[config.mk]
export PLATFORM = sky130hd
export DESIGN_NAME = funct_sample_reader
export DESIGN_NICKNAME = d
export VERILOG_FILES = /design/src/rtl/funct_sample_reader.sv
export SDC_FILE = /design/constraint.sdc
export NUM_CORES = 1
export LEC_CHECK = 0
export BUFFER_PORTS_ARGS = -buffer_cell sky130_fd_sc_hd__buf_2
export CAP_MARGIN = 20
export CORE_ASPECT_RATIO = 1.5
export CORE_MARGIN = 4
export CORE_UTILIZATION = 29
export CTS_BUF_LIST = sky130_fd_sc_hd__clkbuf_8
export CTS_CLUSTER_DIAMETER = 150
export CTS_CLUSTER_SIZE = 16
export DETAILED_ROUTE_END_ITERATION = 12
export SLEW_MARGIN = 20
export SYNTH_ARGS = -nofsm -noshare
export SYNTH_HDL_FRONTEND = slang
export SYNTH_SLANG_ARGS = --single-unit
export TNS_END_PERCENT = 5
[constraint.sdc]
create_clock -name clk -period 4.6 [get_ports clk]
set_clock_uncertainty 0.1 [all_clocks]
set_input_delay 0.23 -clock clk [delete_from_list [all_inputs] [get_ports clk]]
set_output_delay 0.23 -clock clk [all_outputs]
set_load 0.005 [all_outputs]
[src/rtl/funct_sample_reader.sv]
// Read-side consumer of the function generator sample FIFO: paced pops, sample hold,
// offset-binary DAC conversion and underrun tracking.
module funct_sample_reader #(
    parameter int unsigned DATA_WIDTH = 32,
    parameter int unsigned INT_BITS   = 4,
    parameter int unsigned DIV_WIDTH  = 16,
    parameter int unsigned DAC_WIDTH  = 12,
    parameter int unsigned UCNT_WIDTH = 16
) (
    input  logic                  clk,
    input  logic                  rst,
    input  logic                  en_i,
    input  logic [DIV_WIDTH-1:0]  div_i,
    input  logic                  clr_underrun_i,
    input  logic                  empty_i,
    input  logic [DATA_WIDTH-1:0] data_i,
    output logic                  rd_en_o,
    output logic [DATA_WIDTH-1:0] sample_o,
    output logic                  sample_valid_o,
    output logic [DAC_WIDTH-1:0]  dac_o,
    output logic                  underrun_o,
    output logic [UCNT_WIDTH-1:0] underrun_cnt_o
);

    localparam int unsigned FracBits = DATA_WIDTH - INT_BITS;
    localparam int unsigned Shift    = FracBits - (DAC_WIDTH - 1);

    localparam logic signed [DATA_WIDTH-1:0] DacMax =
        {{(DATA_WIDTH - DAC_WIDTH + 1){1'b0}}, {(DAC_WIDTH - 1){1'b1}}};
    localparam logic signed [DATA_WIDTH-1:0] DacMin =
        {{(DATA_WIDTH - DAC_WIDTH + 1){1'b1}}, {(DAC_WIDTH - 1){1'b0}}};
    localparam logic [DAC_WIDTH-1:0] DacMid = {1'b1, {(DAC_WIDTH - 1){1'b0}}};

    typedef enum logic [1:0] {StIdle, StPrime, StRun} state_e;

    state_e                  state_q, state_d;
    logic [DIV_WIDTH-1:0]    div_cnt_q, div_cnt_d;
    logic                    rd_pend_q;
    logic [DATA_WIDTH-1:0]   sample_q;
    logic [DAC_WIDTH-1:0]    dac_q, dac_d;
    logic                    sample_valid_q;
    logic                    underrun_q;
    logic [UCNT_WIDTH-1:0]   ucnt_q;

    logic                    active;
    logic                    tick;
    logic                    rd_en;
    logic                    underrun_evt;
    logic signed [DATA_WIDTH-1:0] shifted;
    logic signed [DATA_WIDTH-1:0] clamped;

    // Divider, FSM and pop request
    always_comb begin
        active       = (state_q != StIdle);
        tick         = active && (div_cnt_q == div_i);
        rd_en        = tick && !empty_i && en_i;
        underrun_evt = tick && empty_i && en_i && (state_q == StRun);

        // Wraps on the compare, and also when div_i shrank below the count (no tick then)
        div_cnt_d = '0;
        if (en_i && active && (div_cnt_q < div_i)) begin
            div_cnt_d = div_cnt_q + DIV_WIDTH'(1);
        end

        state_d = state_q;
        if (!en_i) begin
            state_d = StIdle;
        end else begin
            case (state_q)
                StIdle:  state_d = StPrime;
                StPrime: if (rd_en) state_d = StRun;
                StRun:   state_d = StRun;
                default: state_d = StIdle;
            endcase
        end
    end

    // Q-format to offset-binary: arithmetic shift, clamp, flip the sign bit
    always_comb begin
        shifted = $signed(data_i) >>> Shift;
        clamped = shifted;
        if (shifted > DacMax) begin
            clamped = DacMax;
        end else if (shifted < DacMin) begin
            clamped = DacMin;
        end
        dac_d = {~clamped[DAC_WIDTH-1], clamped[DAC_WIDTH-2:0]};
    end

    always_ff @(posedge clk or posedge rst) begin
        if (rst) begin
            state_q        <= StIdle;
            div_cnt_q      <= '0;
            rd_pend_q      <= 1'b0;
            sample_q       <= '0;
            dac_q          <= DacMid;
            sample_valid_q <= 1'b0;
        end else begin
            state_q        <= state_d;
            div_cnt_q      <= div_cnt_d;
            rd_pend_q      <= rd_en;
            sample_valid_q <= rd_pend_q;
            // Data is valid the cycle after the pop, independent of en_i
            if (rd_pend_q) begin
                sample_q <= data_i;
                dac_q    <= dac_d;
            end
        end
    end

    always_ff @(posedge clk or posedge rst) begin
        if (rst) begin
            underrun_q <= 1'b0;
            ucnt_q     <= '0;
        end else if (clr_underrun_i) begin
            underrun_q <= 1'b0;
            ucnt_q     <= '0;
        end else if (underrun_evt) begin
            underrun_q <= 1'b1;
            if (ucnt_q != {UCNT_WIDTH{1'b1}}) begin
                ucnt_q <= ucnt_q + UCNT_WIDTH'(1);
            end
        end
    end

    assign rd_en_o        = rd_en;
    assign sample_o       = sample_q;
    assign sample_valid_o = sample_valid_q;
    assign dac_o          = dac_q;
    assign underrun_o     = underrun_q;
    assign underrun_cnt_o = ucnt_q;

endmodule

==> metrics <==
outcome=complete, no violations; die width=104 um; ys flop type=dfrtp_1; Hold Path Cell Cnt=2; I/O pin total=116; Data required, critical path=4270 ps; Reg2Reg Setup Slack=2120 ps; top cells by area, synth=dfrtp_1 (50%), mux2_2 (9.9%), ha_1 (6.9%), nor2_1 (4.4%), inv_1 (3.0%); top cells by instance count after synthesis=dfrtp_1 (80), nor2_1 (47), mux2_2 (35); Final Non-Filler Cells=673; Critical Path Source=div_cnt_q[7]$_DFF_PP0_; RSZ-0062 raised after global routing=no; post-synthesis mux area share=a little over a tenth; period utilization=61.6%; compound-cell area share of the yosys netlist=7.07%; initial antenna violation count=0; Routed WL per cell=approximately 14 um; adder and majority gate portion of the synthesized area=a little under 7%; R2R Path Start=div_cnt_q[7]$_DFF_PP0_; Worst setup EP type=output port; Post-synth EDFFs=0; #FFs+latches synth=81; slowest CP cell=nor4_1; number of buffers added on ports=115; buffers plus inverters on the worst setup path=1; crit path time final=2830 ps; Synth Warn #=0; crit-path max FO=5; Slew HR=36.6%; Starting Density=29.6%; Max Clk Rate=0.353 GHz; delay-heaviest family, CP=simple AND/OR/NAND/NOR gates; Worst Setup Start Kind=flop; Min-Delay Path Class=input pin to flop; GR Overflow Total=0; H-tree levels=3; final wirelength=9.29 mm; Residual DRC=0; max-slew violation count=0; max-cap violation count=0; dominant combinational cell family by area after synthesis=simple AND/OR/NAND/NOR gates; chip height=152 um; post-route ant nets=0; ANT cells=0; Syn-to-layout area delta=27.4%; Root Buffer=clkbuf_8; Setup Buffers After CTS=0; post-synthesis sequential area ratio=50.9%; final worst-path setup slack=1770 ps; GRT Total Usage=12.2%; Sum Neg Setup Slack=0 ps; vias in the first global route=3,309; CP Cell Sequence=ha_1, nand4_1, nor4_1, nor4bb_1, buf_2; Post-CTS Resized=0; most frequent cell after synthesis=dfrtp_1; largest net degree at the start of global routing=47; XOR/XNOR Fraction of Synth Area=3.74%; Layout fillers=1,335; Yosys top cell by area=dfrtp_1; Yosys cell types=44; clk slew on worst S/H paths=80 ps; hold_buf cts=18; Die Area=0.0157 mm2; Pleak=2.65 nW; signal arrival time at the worst endpoint=2500 ps; pwr/cell area=roughly 270 mW/mm2; GPL Wtd Cong=between 0.8 and 0.9; Iteration-0 DRC Markers=94; CP Depth=5; layout cells sized above 1=33.7%; core area=0.0135 mm2; global-route wire length before repair=around 16 mm; Sink Count=81; Cell Count Post-Placement=640; Synth Area per Inst=10.6 um2; CP peak stage delay=roughly 500 ps; FP Rows=between 50 and 60; Vias=3,204; TritonCTS buffer count=9; Post-Synth Simple-Gate Area=16.3%; Post-Syn Area=0.00398 mm2; area share of the largest cell type after synthesis=50.3%; pre-CTS setup slack=between 2000 and 2500 ps; Final Hold Viols=0; Max VDD drop=0.000173 V; cells after synthesis=374; Setup violations, final=0; first-pass detailed-route iteration total=4; Post-synth ARST share=100%; Bufs on Longest Clock Path=2; DP HPWL=7.09 mm; R2R cell count=6; hold path startpoint=data_i[6]; Clock Latency Late Sink=about 340 ps; Worst Hold Path EP=sample_o[6]$_DFFE_PP0P_; vias per inst=around 4.8; CTS tree=built; worst r2r dst=underrun_cnt_o[14]$_DFFE_PP0P_; nets@finish=between 500 and 600; Worst-Margin Slew=between 900 and 1000 ps; syn nets=449; Crit Path Class=flop to output port
==> stage by stage <==
stage	utilization [%]	total power [W]	hold WS, ps	cell area (um2)
after floorplan	-	0.000848	188	3980
after global placement	35.0	0.000894	234	4720
after detailed placement	35.0	0.000902	241	4720
after CTS	37.7	0.00141	0.708	5070
after global routing	37.7	0.00147	2.21	5070
final	37.7	0.00138	27.0	5070
==> state kept, by name (all words and copies together) (netlist names) <==
register and flops:
dac_o 12, div_cnt_q 16, rd_pend_q 1, sample_o 32, sample_valid_o 1, state_q 2
underrun_cnt_o 16, underrun_o 1
==> how the worst max path moves through the flow <==
stage and endpoint:
2_1_floorplan dac_o[0]$_DFFE_PP0P_, 3_3_place_gp underrun_cnt_o[14]$_DFFE_PP0P_, 3_5_place_dp underrun_cnt_o[14]$_DFFE_PP0P_, 4_1_cts rd_en_o
5_1_grt rd_en_o, 6_report rd_en_o
==> power breakdown <==
group	internal, W	switching [W]
combinational	0.0000694	0.0000902
sequential	0.000723	0.0000143
clock	0.000241	0.000242
==> final cells by class <==
cell class,count,area (um2),share of cell area [%]
well taps,162,203,4.00
inverters,32,121,2.39
repair buffers,134,763,15.0
multi-input cells,249,1780,35.1
clock inverters,6,52.6,1.04
flip-flops and latches,81,2030,40.0
clock buffers,9,124,2.44
==> cells by family (layout without fill, tap and decap cells) <==
group           count (synthesis)  count (layout)
mux                            38              38
buf+inv                        44             181
simple gates                  127             127
xor+xnor                       17              17
fa+ha+maj                      22              22
compound gates                 45              45
flops                          81              81
==> placed cells by master (no fill, tap or decap), types with 9 or more instances in the layout <==
cell type,synthesis,final
buf_2,1,115
dlygate4sd3_1,0,18
dfrtp_1,80,79
nand4_1,14,14
mux2_2,35,35
o22ai_1,11,11
nand2_1,22,22
nor2_1,47,47
clkbuf_8,0,9
inv_1,32,33
nand3_1,9,9
xor2_1,12,12
a21oi_1,15,15
ha_1,22,22
==> layer usage <==
metal | track usage [%] | share of wire, % | vias to the layer above
met2 | 22.5 | 54 | 77
met5 | 0 | 0 | -
met4 | 5.66 | 2.4 | 0
met3 | 2.88 | 4.4 | 18
li1 | - | - | 1559
met1 | 13.4 | 39 | 1550
(Power assumes the default switching activity.)
